### config.mk
export PLATFORM = sky130hd
export DESIGN_NAME = tick_sequencer_flat
export DESIGN_NICKNAME = d
export VERILOG_FILES = /design/src/rtl/tick_sequencer_pkg.sv /design/src/rtl/tick_sequencer_if.sv /design/src/rtl/tick_interval_cnt.sv /design/src/rtl/tick_sequencer.sv /design/src/flat_wrapper.sv
export SDC_FILE = /design/constraint.sdc
export NUM_CORES = 1
export LEC_CHECK = 0
export BUFFER_PORTS_ARGS = -buffer_cell sky130_fd_sc_hd__buf_2
export CAP_MARGIN = 10
export CORE_AREA = 5 5 113 115
export CTS_CLUSTER_DIAMETER = 60
export CTS_CLUSTER_SIZE = 10
export DETAILED_ROUTE_END_ITERATION = 10
export DIE_AREA = 0 0 118 120
export HOLD_SLACK_MARGIN = 0.06
export PLACE_DENSITY = 0.56
export REMOVE_ABC_BUFFERS = 1
export SLEW_MARGIN = 30
export SYNTH_ARGS = -nofsm -noshare
export SYNTH_HDL_FRONTEND = slang
export SYNTH_SLANG_ARGS = --single-unit
### constraint.sdc
create_clock -name clk -period 3.8 [get_ports clk]
set_input_delay 0.57 -clock clk [delete_from_list [all_inputs] [get_ports clk]]
set_output_delay 0.57 -clock clk [all_outputs]
set_load 0.05 [all_outputs]
### src/rtl/tick_sequencer_pkg.sv
`default_nettype none
// ============================================================================
// Module      : tick_pkg
// Description : Shared types, default parameters and the quiet-condition
//               helper for the timestep tick sequencer.
// Revision    : 1.0 - initial release
// ============================================================================
package tick_pkg;

  // Default parameter values
  localparam int C_NUM_CH_DEF   = 4;
  localparam int C_QUIET_W_DEF  = 3;
  localparam int C_PERIOD_W_DEF = 32;
  localparam int C_TS_W_DEF     = 16;

  // Sequencer states; encoding 3 is unused and recovers to idle
  typedef enum logic [1:0] {
    TS_IDLE     = 2'd0,
    TS_DRAIN    = 2'd1,
    TS_PERIODIC = 2'd2
  } ts_state_e;

  // Grid is quiet when nothing is queued at the input, the grid FSM is idle
  // and every router channel is empty (caller supplies the AND of ch_empty)
  function automatic logic quiet_f(input logic input_empty,
                                   input logic grid_idle,
                                   input logic all_ch_empty);
    return input_empty & grid_idle & all_ch_empty;
  endfunction

endpackage
`default_nettype wire

### src/rtl/tick_sequencer_if.sv
`default_nettype none
// ============================================================================
// Module      : tick_sequencer_if
// Description : Config, status and tick signals of the tick sequencer.
//               master = controller/environment side, slave = sequencer.
// Revision    : 1.0 - initial release
// ============================================================================
interface tick_sequencer_if
  import tick_pkg::*;
#(
  parameter int NUM_CH   = C_NUM_CH_DEF,
  parameter int QUIET_W  = C_QUIET_W_DEF,
  parameter int PERIOD_W = C_PERIOD_W_DEF,
  parameter int TS_W     = C_TS_W_DEF
) ();

  logic [QUIET_W-1:0]  cfg_quiet;
  logic [PERIOD_W-1:0] cfg_period;
  logic [TS_W-1:0]     cfg_max_ts;
  logic                input_empty;
  logic                grid_idle;
  logic [NUM_CH-1:0]   ch_empty;
  logic                phase_done;
  logic                complete;
  logic                tick;
  logic [TS_W-1:0]     tick_cnt;
  logic                done;
  logic [1:0]          state_o;

  modport master (
    output cfg_quiet, cfg_period, cfg_max_ts, input_empty, grid_idle,
           ch_empty, phase_done, complete,
    input  tick, tick_cnt, done, state_o
  );

  modport slave (
    input  cfg_quiet, cfg_period, cfg_max_ts, input_empty, grid_idle,
           ch_empty, phase_done, complete,
    output tick, tick_cnt, done, state_o
  );

endinterface
`default_nettype wire

### src/rtl/tick_interval_cnt.sv
`default_nettype none
// ============================================================================
// Module      : tick_interval_cnt
// Description : Wrapping up-counter with clear/enable and an equal-to-target
//               flag. Clear has priority over enable.
// Revision    : 1.0 - initial release
// ============================================================================
module tick_interval_cnt #(
  parameter int W = 8
) (
  input  logic         clk,
  input  logic         rst,
  input  logic         clr,
  input  logic         en,
  input  logic [W-1:0] target,
  output logic         hit
);

  logic [W-1:0] cnt_q;
  logic [W-1:0] cnt_d;

  // Next count: clear wins, otherwise count up and wrap naturally
  always_comb begin
    cnt_d = cnt_q;
    if (clr) begin
      cnt_d = '0;
    end else if (en) begin
      cnt_d = cnt_q + 1'b1;
    end
  end

  // Count register
  always_ff @(posedge clk) begin
    if (rst) begin
      cnt_q <= '0;
    end else begin
      cnt_q <= cnt_d;
    end
  end

  assign hit = (cnt_q == target);

endmodule
`default_nettype wire

### src/rtl/tick_sequencer.sv
`default_nettype none
// ============================================================================
// Module      : tick_sequencer
// Description : Timestep tick generator for the SNN grid. Ticks after a
//               quiet window while draining, then at a fixed period, with an
//               optional timestep limit that returns the sequencer to idle.
// Revision    : 1.0 - initial release
// ============================================================================
module tick_sequencer
  import tick_pkg::*;
#(
  parameter int NUM_CH   = C_NUM_CH_DEF,
  parameter int QUIET_W  = C_QUIET_W_DEF,
  parameter int PERIOD_W = C_PERIOD_W_DEF,
  parameter int TS_W     = C_TS_W_DEF
) (
  input  logic            clk,
  input  logic            rst,
  tick_sequencer_if.slave bus
);

  localparam logic [1:0] ST_IDLE     = TS_IDLE;
  localparam logic [1:0] ST_DRAIN    = TS_DRAIN;
  localparam logic [1:0] ST_PERIODIC = TS_PERIODIC;

  logic [1:0]      state_q, state_d;
  logic            tick_q, tick_d;
  logic            done_q, done_d;
  logic [TS_W-1:0] tick_cnt_q, tick_cnt_d;
  logic [TS_W-1:0] tick_cnt_inc;

  logic quiet;
  logic q_clr, q_en, q_hit;
  logic p_clr, p_en, p_hit;
  logic issue;

  assign quiet = quiet_f(bus.input_empty, bus.grid_idle, &bus.ch_empty);

  // Saturating successor of the timestep count
  assign tick_cnt_inc = (&tick_cnt_q) ? tick_cnt_q : tick_cnt_q + 1'b1;

  tick_interval_cnt #(.W(QUIET_W)) u_quiet_cnt (
    .clk    (clk),
    .rst    (rst),
    .clr    (q_clr),
    .en     (q_en),
    .target (bus.cfg_quiet),
    .hit    (q_hit)
  );

  tick_interval_cnt #(.W(PERIOD_W)) u_period_cnt (
    .clk    (clk),
    .rst    (rst),
    .clr    (p_clr),
    .en     (p_en),
    .target (bus.cfg_period),
    .hit    (p_hit)
  );

  // Next-state, counter control, tick decision and timestep limit
  always_comb begin
    state_d    = state_q;
    tick_d     = 1'b0;
    done_d     = 1'b0;
    tick_cnt_d = tick_cnt_q;
    q_clr      = 1'b0;
    q_en       = 1'b0;
    p_clr      = 1'b0;
    p_en       = 1'b0;
    issue      = 1'b0;

    case (state_q)
      ST_IDLE: begin
        q_clr = 1'b1;
        p_clr = 1'b1;
        if (!bus.input_empty) begin
          state_d    = ST_DRAIN;
          tick_cnt_d = '0;
        end
      end
      ST_DRAIN: begin
        // A busy cycle restarts the quiet window from zero
        if (quiet) begin
          if (q_hit) begin
            issue = 1'b1;
            q_clr = 1'b1;
          end else begin
            q_en = 1'b1;
          end
        end else begin
          q_clr = 1'b1;
        end
        if (bus.phase_done) begin
          state_d = ST_PERIODIC;
          p_clr   = 1'b1;
        end
      end
      ST_PERIODIC: begin
        // complete aborts the run and swallows any tick due this cycle
        if (bus.complete) begin
          state_d = ST_IDLE;
        end else if (p_hit) begin
          issue = 1'b1;
          p_clr = 1'b1;
        end else begin
          p_en = 1'b1;
        end
      end
      default: begin
        state_d = ST_IDLE;
      end
    endcase

    // Limit check overrides any phase transition decided above
    if (issue) begin
      tick_d     = 1'b1;
      tick_cnt_d = tick_cnt_inc;
      if ((bus.cfg_max_ts != '0) && (tick_cnt_inc == bus.cfg_max_ts)) begin
        done_d  = 1'b1;
        state_d = ST_IDLE;
      end
    end
  end

  // State and output registers
  always_ff @(posedge clk) begin
    if (rst) begin
      state_q    <= ST_IDLE;
      tick_q     <= 1'b0;
      done_q     <= 1'b0;
      tick_cnt_q <= '0;
    end else begin
      state_q    <= state_d;
      tick_q     <= tick_d;
      done_q     <= done_d;
      tick_cnt_q <= tick_cnt_d;
    end
  end

  assign bus.tick     = tick_q;
  assign bus.done     = done_q;
  assign bus.tick_cnt = tick_cnt_q;
  assign bus.state_o  = state_q;

endmodule
`default_nettype wire

### src/flat_wrapper.sv
// flat-port wrapper written by rule: the top's interface ports become plain ports
module tick_sequencer_flat import tick_pkg::*;
#(
  parameter int NUM_CH   = C_NUM_CH_DEF,
  parameter int QUIET_W  = C_QUIET_W_DEF,
  parameter int PERIOD_W = C_PERIOD_W_DEF,
  parameter int TS_W     = C_TS_W_DEF
)
  (clk, rst, bus_cfg_quiet, bus_cfg_period, bus_cfg_max_ts, bus_input_empty, bus_grid_idle, bus_ch_empty, bus_phase_done, bus_complete, bus_tick, bus_tick_cnt, bus_done, bus_state_o);
  tick_sequencer_if #(.NUM_CH(NUM_CH), .QUIET_W(QUIET_W), .PERIOD_W(PERIOD_W), .TS_W(TS_W)) bus_i ();
  input  logic clk;
  input  logic rst;
  input wire logic [$bits(bus_i.cfg_quiet)-1:0] bus_cfg_quiet;
  input wire logic [$bits(bus_i.cfg_period)-1:0] bus_cfg_period;
  input wire logic [$bits(bus_i.cfg_max_ts)-1:0] bus_cfg_max_ts;
  input wire logic [$bits(bus_i.input_empty)-1:0] bus_input_empty;
  input wire logic [$bits(bus_i.grid_idle)-1:0] bus_grid_idle;
  input wire logic [$bits(bus_i.ch_empty)-1:0] bus_ch_empty;
  input wire logic [$bits(bus_i.phase_done)-1:0] bus_phase_done;
  input wire logic [$bits(bus_i.complete)-1:0] bus_complete;
  output wire logic [$bits(bus_i.tick)-1:0] bus_tick;
  output wire logic [$bits(bus_i.tick_cnt)-1:0] bus_tick_cnt;
  output wire logic [$bits(bus_i.done)-1:0] bus_done;
  output wire logic [$bits(bus_i.state_o)-1:0] bus_state_o;
  assign bus_i.cfg_quiet = bus_cfg_quiet;
  assign bus_i.cfg_period = bus_cfg_period;
  assign bus_i.cfg_max_ts = bus_cfg_max_ts;
  assign bus_i.input_empty = bus_input_empty;
  assign bus_i.grid_idle = bus_grid_idle;
  assign bus_i.ch_empty = bus_ch_empty;
  assign bus_i.phase_done = bus_phase_done;
  assign bus_i.complete = bus_complete;
  assign bus_tick = bus_i.tick;
  assign bus_tick_cnt = bus_i.tick_cnt;
  assign bus_done = bus_i.done;
  assign bus_state_o = bus_i.state_o;
  tick_sequencer #(.NUM_CH(NUM_CH), .QUIET_W(QUIET_W), .PERIOD_W(PERIOD_W), .TS_W(TS_W)) u_core (.clk(clk), .rst(rst), .bus(bus_i));
endmodule
Word level (Yosys, flattened, before mapping). Cells that the tools add are included.

Register bits: 55. Output and inout bits: 20.

Eq/ne operators: 6. Add/subtract/negate cells: 3. Reduce and logical (&&, ||, !) cells: 10. Multiplexer cells: 27. Bitwise logic cells: 3.

Operators with widths (count): $mux W16 (4); $add A32 B1 Y32 const B (1); $eq A32 B32 Y1 (1); $add A16 B1 Y16 const B (1); $eq A16 B16 Y1 (1); $reduce_and A16 Y1 (1); $reduce_bool A16 Y1 (1); $mux W1 (14); $mux W2 (5); $pmux W2 S3 (1); $reduce_or A2 Y1 (3); $pmux W1 S2 (2); $reduce_and A4 Y1 (1); $add A3 B1 Y3 const B (1); $eq A3 B3 Y1 (1); $pmux W1 S3 (1); $and A1 B1 Y1 (2); $eq A2 B1 Y1 const B (1); $eq A2 B2 Y1 const B (1); $logic_not A2 Y1 (1); $ne A2 B1 Y1 const B (1); $reduce_and A2 Y1 (1); $reduce_bool A2 Y1 (1); $logic_and A1 B1 Y1 (1); $not A1 Y1 (1).

Depth between registers and ports, before layout. Gate-level depths: netlist (run 1).

Depth after elaboration: 6. Gate-level depth with buffers: 11.

Hierarchy. From an unflattened synthesis (run 1), not the netlist that was laid out.

Cell total of the unflattened synthesis: 468. Area total of the unflattened synthesis: 3782.4 µm².

By module, submodules not included: tick_interval_cnt (u_core.u_period_cnt) (area each 1904.3 µm², times used 1, cells an instance 222); tick_sequencer (area each 1715.4 µm², times used 1, cells an instance 230); tick_interval_cnt (u_core.u_quiet_cnt) (area each 162.7 µm², times used 1, cells an instance 16).

Worst setup path after synthesis (run 1). No wires, ideal clock.

Path kind: flip-flop to flip-flop. From: register u_core.tick_cnt_q[0], in the netlist u_core.bus.tick_cnt[0]. To: register u_core.state_q[1], in the netlist u_core.bus.state_o[1]. Slack: 829 ps. Setup time: 129 ps. Buffers on the path: 1. Required time: 3671 ps. Cell stages (with the launch flop): 10. Clock period less this slack: 2971 ps. Arrival time: 2842 ps. Path through: dfxtp_1 ha_1 buf_6 nand4_4 nor3_4 mux2_2 xnor2_1 or4_1 nor4_2 nor4b_1.

Word-level cells in the longest chain between the ends: 6.

RTL lines: from (decl) (line tick_sequencer.sv:29) `logic [TS_W-1:0] tick_cnt_q, tick_cnt_d;`; from (signal assigned) (line tick_sequencer.sv:136) `tick_cnt_q <= tick_cnt_d;`; $add A16 B1 Y16 or $reduce_and A16 Y1 (tied branches) (line tick_sequencer.sv:40) `assign tick_cnt_inc = (&tick_cnt_q) ? tick_cnt_q : tick_cnt_q + 1'b1;`; $mux W16 (*) (line tick_sequencer.sv:40); $eq A16 B16 Y1 (*) (line tick_sequencer.sv:118) `if ((bus.cfg_max_ts != '0) && (tick_cnt_inc == bus.cfg_max_ts)) begin`; $logic_and A1 B1 Y1 (*) (line tick_sequencer.sv:118); $mux W2 (*) (line tick_sequencer.sv:118); $mux W2 (*) (line tick_sequencer.sv:115) `if (issue) begin`; to (signal assigned) (line tick_sequencer.sv:133) `state_q <= state_d;`; to (decl) (line tick_sequencer.sv:26) `logic [1:0] state_q, state_d;`.

Every way passes the cells marked *; elsewhere a longest branch is shown, timed or not. A chain may end at the register's enable or synchronous reset.

Worst setup path after layout (run 1). Ends and elaborated chain as after synthesis.

==> results of run 1 <==
==> layout make-up <==
class,count,area (sq um)
Fill cell,1273,7050
Multi-Input combinational cell,403,2730
Sequential cell,55,1100
Timing Repair Buffer,84,430
Tap cell,147,184
Clock buffer,6,139
Clock inverter,2,38.8
Inverter,10,37.5
==> tightest hold or removal path, cell delays in order, from the launching register on <==
cell	delay (ns)
dfxtp_1	0.37
xor2_1	0.08
nor2_1	0.07
==> sequential cells by signal, indices dropped and copies added, names as in the netlist <==
signal / count
u_core.bus.done: 1
u_core.bus.tick: 1
u_core.u_period_cnt.cnt_q: 32
u_core.bus.tick_cnt: 16
u_core.u_quiet_cnt.cnt_q: 3
u_core.bus.state_o: 2
==> cells by family (layout without fill, tap and decap cells) <==
| logic type | count (synthesis) | after routing | synth area share |
|---|---|---|---|
| flip-flops | 55 | 55 | 0.275 |
| buffers and inverters | 35 | 102 | 0.0443 |
| AO/OA/AOI/OAI | 74 | 74 | 0.115 |
| XOR/XNOR | 77 | 77 | 0.168 |
| multiplexers | 10 | 10 | 0.0265 |
| adder cells (fa/ha/maj) | 7 | 7 | 0.0219 |
| AND/OR/NAND/NOR | 235 | 235 | 0.349 |
==> synth_stat cells, types with 4 or more instances <==
master	count
or3_1	5
nor2b_1	5
and3_1	10
dfxtp_1	55
and2_1	10
inv_1	10
and4_1	14
ha_1	7
xor2_1	33
mux2_2	5
nand2_1	19
buf_2	4
a21oi_1	35
nor3_1	16
o21ai_0	13
nor4_2	4
nand4_4	4
xnor2_1	44
clkbuf_1	14
mux2i_1	5
nor2_1	45
nand3_1	36
buf_6	5
nor4_1	12
nand2b_1	9
nand4_1	33
==> final timing paths <==
kind | cells after the start | slack [ns] | from | end
setup / recovery | 8 | 0.40 | u_core.bus.tick_cnt[0] | u_core.bus.state_o[1]
hold / removal | 2 | 0.55 | u_core.u_period_cnt.cnt_q[31] | u_core.u_period_cnt.cnt_q[31]
setup reg to reg | 8 | 0.40 | u_core.bus.tick_cnt[0] | u_core.bus.state_o[1]
hold reg to reg | 2 | 0.55 | u_core.u_period_cnt.cnt_q[31] | u_core.u_period_cnt.cnt_q[31]
==> power breakdown <==
group	switching, uW	internal, uW	leakage [uW]
clock	225	332	0.0000875
sequential	2.47	577	0.000443
combinational	79.9	58.9	0.00116
==> layer usage <==
metal	track usage	up-vias	wire length, um
met5	0	-	0
met4	0.0373	0	101
met2	0.288	102	5790
met1	0.214	1866	5450
met3	0.0264	9	556
li1	-	1934	-
==> cell usage in the layout (no fill, tap or decap), types with 7 or more instances in the layout <==
cell,n
nor3_1,16
o21ai_0,13
xnor2_1,44
and4_1,14
nand2_1,19
ha_1,7
xor2_1,33
a21oi_1,35
nand4_1,33
inv_1,10
nand2b_1,9
dfxtp_1,55
and2_1,10
nor4_1,11
nor2_1,45
buf_2,80
and3_1,10
nand3_1,36
==> per-stage QoR <==
stage               total power (uW)  utilization
floorplan                        665            -
global placement                 732        0.383
detailed placement               733        0.383
CTS                             1290        0.398
global route                    1320        0.398
finish                          1280        0.398
==> impl_metrics.env, run 1 <==
export IMPL_tightest_slew_ns=0.675
export IMPL_yosys_area_top_type="dfxtp_1"
export IMPL_setup_viol=0
export IMPL_overflow=0
export IMPL_status="complete, no violations"
export IMPL_die_height_um=120
export IMPL_cp_num_buf_inv=0
export IMPL_syn_inst=493
export IMPL_clk_latency_ns=0.30
export IMPL_cts_buffers=5
export IMPL_cp_slowest_cell="a2111oi_0"
export IMPL_yosys_warnings=0
export IMPL_critPathTopFamily="simple AND/OR/NAND/NOR gates"
export IMPL_detail_route_wl_per_cell_um=16.8
export IMPL_grt_max_degree=33
export IMPL_power_per_cell_area_nw_per_um2=274
export IMPL_final_area_sq_um=4660
export IMPL_portBuffers=80
export IMPL_drc=0
export IMPL_tns_ns=0
export IMPL_yosysTopAreaCellShare=0.275
export IMPL_area_growth_pct=16.4
export IMPL_cts_buffer_depth=2
export IMPL_end_kind="register"
export IMPL_cp_required_ns=3.96
export IMPL_coreArea_sq_um=11700
export IMPL_syn_avg_cell_area_sq_um=8.13
export IMPL_synth_edf_count=0
export IMPL_gp_congestion=0.897
export IMPL_synth_seq_cells=55
export IMPL_drtPass1Iterations=4
export IMPL_cp_data_arrival_time_ns=3.56
export IMPL_drv_slew=0
export IMPL_grt_pass1_vias=3851
export IMPL_hold_class="reg -> reg"
export IMPL_place_inst=699
export IMPL_ys_flop_type="dfxtp_1"
export IMPL_synth_async_reset_ratio=0
export IMPL_maxCapViolations=0
export IMPL_dp_worst_setup_slack_ns=0.525
export IMPL_drive_above_1_share=0.202
export IMPL_max_freq_mhz=294
export IMPL_dieArea_sq_um=14200
export IMPL_seq_area_frac_synth=0.275
export IMPL_holdBufCountCts=0
export IMPL_path_clk_slew_ns=0.08
export IMPL_viasPerCell=5.53
export IMPL_cts_root_buf="clkbuf_16"
export IMPL_hold_viol_final=0
export IMPL_setup_worst_path_class="reg -> reg"
export IMPL_placed_area_sq_um=4480
export IMPL_rsz0062_at_grt="no"
export IMPL_ios=81
export IMPL_post_cts_buffers=0
export IMPL_p_leak_uw=0.00169
export IMPL_cts_resized=0
export IMPL_num_rows=40
export IMPL_drt_iter0_markers=226
export IMPL_n_antenna_cell=0
export IMPL_crit_fanout=10
export IMPL_startpoint_type="register"
export IMPL_final_setup_worst_slack_ns=0.396
export IMPL_via_count=3911
export IMPL_start_util=0.342
export IMPL_fp_dieW_um=118
export IMPL_cts_tree="yes"
export IMPL_fin_crit_sh=0.896
export IMPL_slew_headroom=0.538
export IMPL_finalCriticalPeriod_ns=3.40
export IMPL_wl_mm=11.9
export IMPL_fin_cells=707
export IMPL_fin_nets=627
export IMPL_syn_area_sq_um=4010
export IMPL_place_hpwl_mm=9.34
export IMPL_clkSinkCount=55
export IMPL_grt_total_usage=0.165
export IMPL_crit_chain="ha_1 > nand4_4 > nor3_1 > nor2_1 > a2111oi_0 > nand4b_1 > nor4_2 > nor4b_1"
export IMPL_grt_pass1_wl_mm=19.7
export IMPL_fin_worst_skew_ns=0.0139
export IMPL_antenna_left=0
export IMPL_whs_ns=0.549
export IMPL_max_stage_delay_ns=0.68
export IMPL_cts_max_level=2
export IMPL_synthTopCellsByArea="dfxtp_1 (27%), xnor2_1 (9.6%), xor2_1 (7.2%), nand4_1 (5.2%), nand3_1 (4.5%)"
export IMPL_synth_distinct_cells=54
export IMPL_ir_drop_mv=0.152
export IMPL_antenna_found_initial=0
(Power assumes the default switching activity.)
==> inputs of run 2 (changes only) <==
--- a/config.mk
+++ b/config.mk
@@ -5,15 +5,16 @@
 export SDC_FILE = /design/constraint.sdc
 export NUM_CORES = 1
 export LEC_CHECK = 0
+export ABC_AREA = 1
 export BUFFER_PORTS_ARGS = -buffer_cell sky130_fd_sc_hd__buf_2
 export CAP_MARGIN = 10
-export CORE_AREA = 5 5 113 115
+export CORE_AREA = 5 5 118 120
 export CTS_CLUSTER_DIAMETER = 60
 export CTS_CLUSTER_SIZE = 10
 export DETAILED_ROUTE_END_ITERATION = 10
-export DIE_AREA = 0 0 118 120
+export DIE_AREA = 0 0 123 125
 export HOLD_SLACK_MARGIN = 0.06
-export PLACE_DENSITY = 0.56
+export PLACE_DENSITY = 0.55
 export REMOVE_ABC_BUFFERS = 1
 export SLEW_MARGIN = 30
 export SYNTH_ARGS = -nofsm -noshare
==> run 2 against run 1 <==
Via count rose by 19%. Total power grew 7.9%. Flip-flop and latch count unchanged. Clock skew decreased by 0.0067 ns. Die area up 8.6%. First-iteration DRC count grew 21%. Highest routed layer unchanged.
==> impl_metrics.env, run 2 <==
export IMPL_clk_latency_ns=0.32
export IMPL_fin_crit_sh=0.686
export IMPL_max_freq_mhz=383
export IMPL_synth_distinct_cells=34
export IMPL_setup_worst_path_class="reg -> reg"
export IMPL_place_hpwl_mm=10.5
export IMPL_setup_viol=0
export IMPL_cp_slowest_cell="dfxtp_1"
export IMPL_ys_flop_type="dfxtp_1"
export IMPL_grt_total_usage=0.176
export IMPL_synth_edf_count=0
export IMPL_portBuffers=80
export IMPL_area_growth_pct=16.9
export IMPL_crit_chain="ha_1 > nand3_2 > nor2_4 > nand4_2 > o21ai_1 > xor2_1 > inv_1 > nand3_1 > nor2_1 > nand3_1 > nand2_1 > inv_1"
export IMPL_startpoint_type="register"
export IMPL_synthTopCellsByArea="dfxtp_1 (25%), nand2_1 (21%), inv_1 (8.4%), nor2_1 (7.6%), nand3_1 (7.0%)"
export IMPL_cts_resized=0
export IMPL_cts_buffers=5
export IMPL_n_antenna_cell=0
export IMPL_fin_util=0.395
export IMPL_crit_fanout=21
export IMPL_detail_route_wl_per_cell_um=13.3
export IMPL_cp_data_arrival_time_ns=2.83
export IMPL_hold_class="reg -> reg"
export IMPL_seq_area_frac_synth=0.253
export IMPL_yosys_area_top_type="dfxtp_1"
export IMPL_antenna_left=0
export IMPL_wl_mm=13.1
export IMPL_grt_max_degree=31
export IMPL_tns_ns=0
export IMPL_slew_headroom=0.640
export IMPL_grt_pass1_wl_mm=21.7
export IMPL_antenna_found_initial=0
export IMPL_p_leak_uw=0.00220
export IMPL_fin_nets=881
export IMPL_post_cts_buffers=0
export IMPL_yosysTopAreaCellShare=0.253
export IMPL_synth_seq_cells=55
export IMPL_cts_max_level=2
export IMPL_path_clk_slew_ns=0.08
export IMPL_drt_iter0_markers=273
export IMPL_rsz0062_at_grt="no"
export IMPL_overflow=0
export IMPL_end_kind="register"
export IMPL_dieArea_sq_um=15400
export IMPL_coreArea_sq_um=12900
export IMPL_regMostFlops="u_core.u_period_cnt.cnt_q"
export IMPL_final_area_sq_um=5080
export IMPL_final_cell_mix="nand2_1 (247), inv_1 (97), nor2_1 (88)"
export IMPL_start_util=0.338
export IMPL_syn_avg_cell_area_sq_um=5.86
export IMPL_yosys_warnings=0
export IMPL_holdBufCountCts=0
export IMPL_max_stage_delay_ns=0.44
export IMPL_drive_above_1_share=0.127
export IMPL_drc=0
export IMPL_ios=81
export IMPL_dp_worst_setup_slack_ns=1.04
export IMPL_synth_async_reset_ratio=0
export IMPL_cp_required_ns=4.02
export IMPL_maxCapViolations=0
export IMPL_yosys_cell_count_top_type="nand2_1"
export IMPL_fp_dieW_um=123
export IMPL_power_per_cell_area_nw_per_um2=271
export IMPL_hold_viol_final=0
export IMPL_fin_worst_skew_ns=0.00719
export IMPL_finalCriticalPeriod_ns=2.61
export IMPL_nFillCells=1439
export IMPL_final_setup_worst_slack_ns=1.19
export IMPL_num_rows=42
export IMPL_gp_congestion=0.938
export IMPL_drv_slew=0
export IMPL_mostFrequentLayoutCell="nand2_1"
export IMPL_syn_inst=742
export IMPL_die_height_um=125
export IMPL_tightest_slew_ns=0.538
export IMPL_placed_area_sq_um=4890
export IMPL_largest_reg_flops=32
export IMPL_status="complete, no violations"
export IMPL_cts_tree="yes"
export IMPL_critPathTopFamily="simple AND/OR/NAND/NOR gates"
export IMPL_cts_buffer_depth=2
export IMPL_clkSinkCount=55
export IMPL_synth_commonest_cells="nand2_1 (247), inv_1 (97), nor2_1 (88), nand3_1 (61), dfxtp_1 (55)"
export IMPL_cts_root_buf="clkbuf_16"
export IMPL_cp_num_buf_inv=2
export IMPL_viasPerCell=4.70
export IMPL_drtPass1Iterations=5
export IMPL_via_count=4654
export IMPL_syn_area_sq_um=4350
export IMPL_ir_drop_mv=0.152
export IMPL_grt_pass1_vias=4523
==> run 2: cells by family after synthesis <==
| family | after synthesis | synth area share |
|---|---|---|
| XOR/XNOR | 49 | 0.0987 |
| buffers and inverters | 118 | 0.107 |
| adder cells (fa/ha/maj) | 7 | 0.0201 |
| AND/OR/NAND/NOR | 462 | 0.458 |
| AO/OA/AOI/OAI | 51 | 0.0627 |
| flip-flops | 55 | 0.253 |
==> run 2: final timing paths <==
path	start	end	slack (ns)	depth (start not counted)
worst max-delay path	u_core.bus.tick_cnt[0]	u_core.bus.state_o[1]	1.19	12
worst min-delay path	u_core.u_quiet_cnt.cnt_q[1]	u_core.u_quiet_cnt.cnt_q[1]	0.50	2
worst max register to register	u_core.bus.tick_cnt[0]	u_core.bus.state_o[1]	1.19	12
worst min register to register	u_core.u_quiet_cnt.cnt_q[1]	u_core.u_quiet_cnt.cnt_q[1]	0.50	2
==> run 2: worst reg2reg max path, stage by stage (launching register included) <==
cell,delay [ns]
dfxtp_1,0.44
ha_1,0.30
nand3_2,0.14
nor2_4,0.18
nand4_2,0.45
o21ai_1,0.42
xor2_1,0.12
inv_1,0.07
nand3_1,0.07
nor2_1,0.10
nand3_1,0.11
nand2_1,0.09
inv_1,0.03
==> run 2: layout make-up <==
cell class / count / area (sq um) / area share
tap: 176 / 220 / 0.0433
sequential: 55 / 1100 / 0.217
clock buffer: 6 / 129 / 0.0254
timing repair buffer: 82 / 415 / 0.0818
clock inverter: 2 / 60.1 / 0.0118
multi-input combinational: 569 / 2780 / 0.547
inverter: 100 / 375 / 0.0739
==> run 2: per-layer routing <==
metal,up-vias,global-route usage,wire length (um)
met3,24,0.0330,726
met2,137,0.300,6010
met5,-,0,0
met1,2010,0.216,6050
met4,0,0.0717,352
li1,2483,-,-
==> run 2: report_power, final <==
part / switching (uW) / internal [uW]
logic: 110 / 65.8
registers: 3.47 / 579
clock network: 240 / 379
total: 354 / 1020
==> run 2: stage by stage <==
| stage | power, uW | hold slack, ns | cells |
|---|---|---|---|
| floorplan | 698 | 0.470 | 724 |
| detailed placement | 773 | 0.487 | 982 |
| global route | 1430 | 0.519 | 990 |
| global placement | 774 | 0.492 | 982 |
| CTS | 1390 | 0.498 | 990 |
| finish | 1380 | 0.497 | 990 |
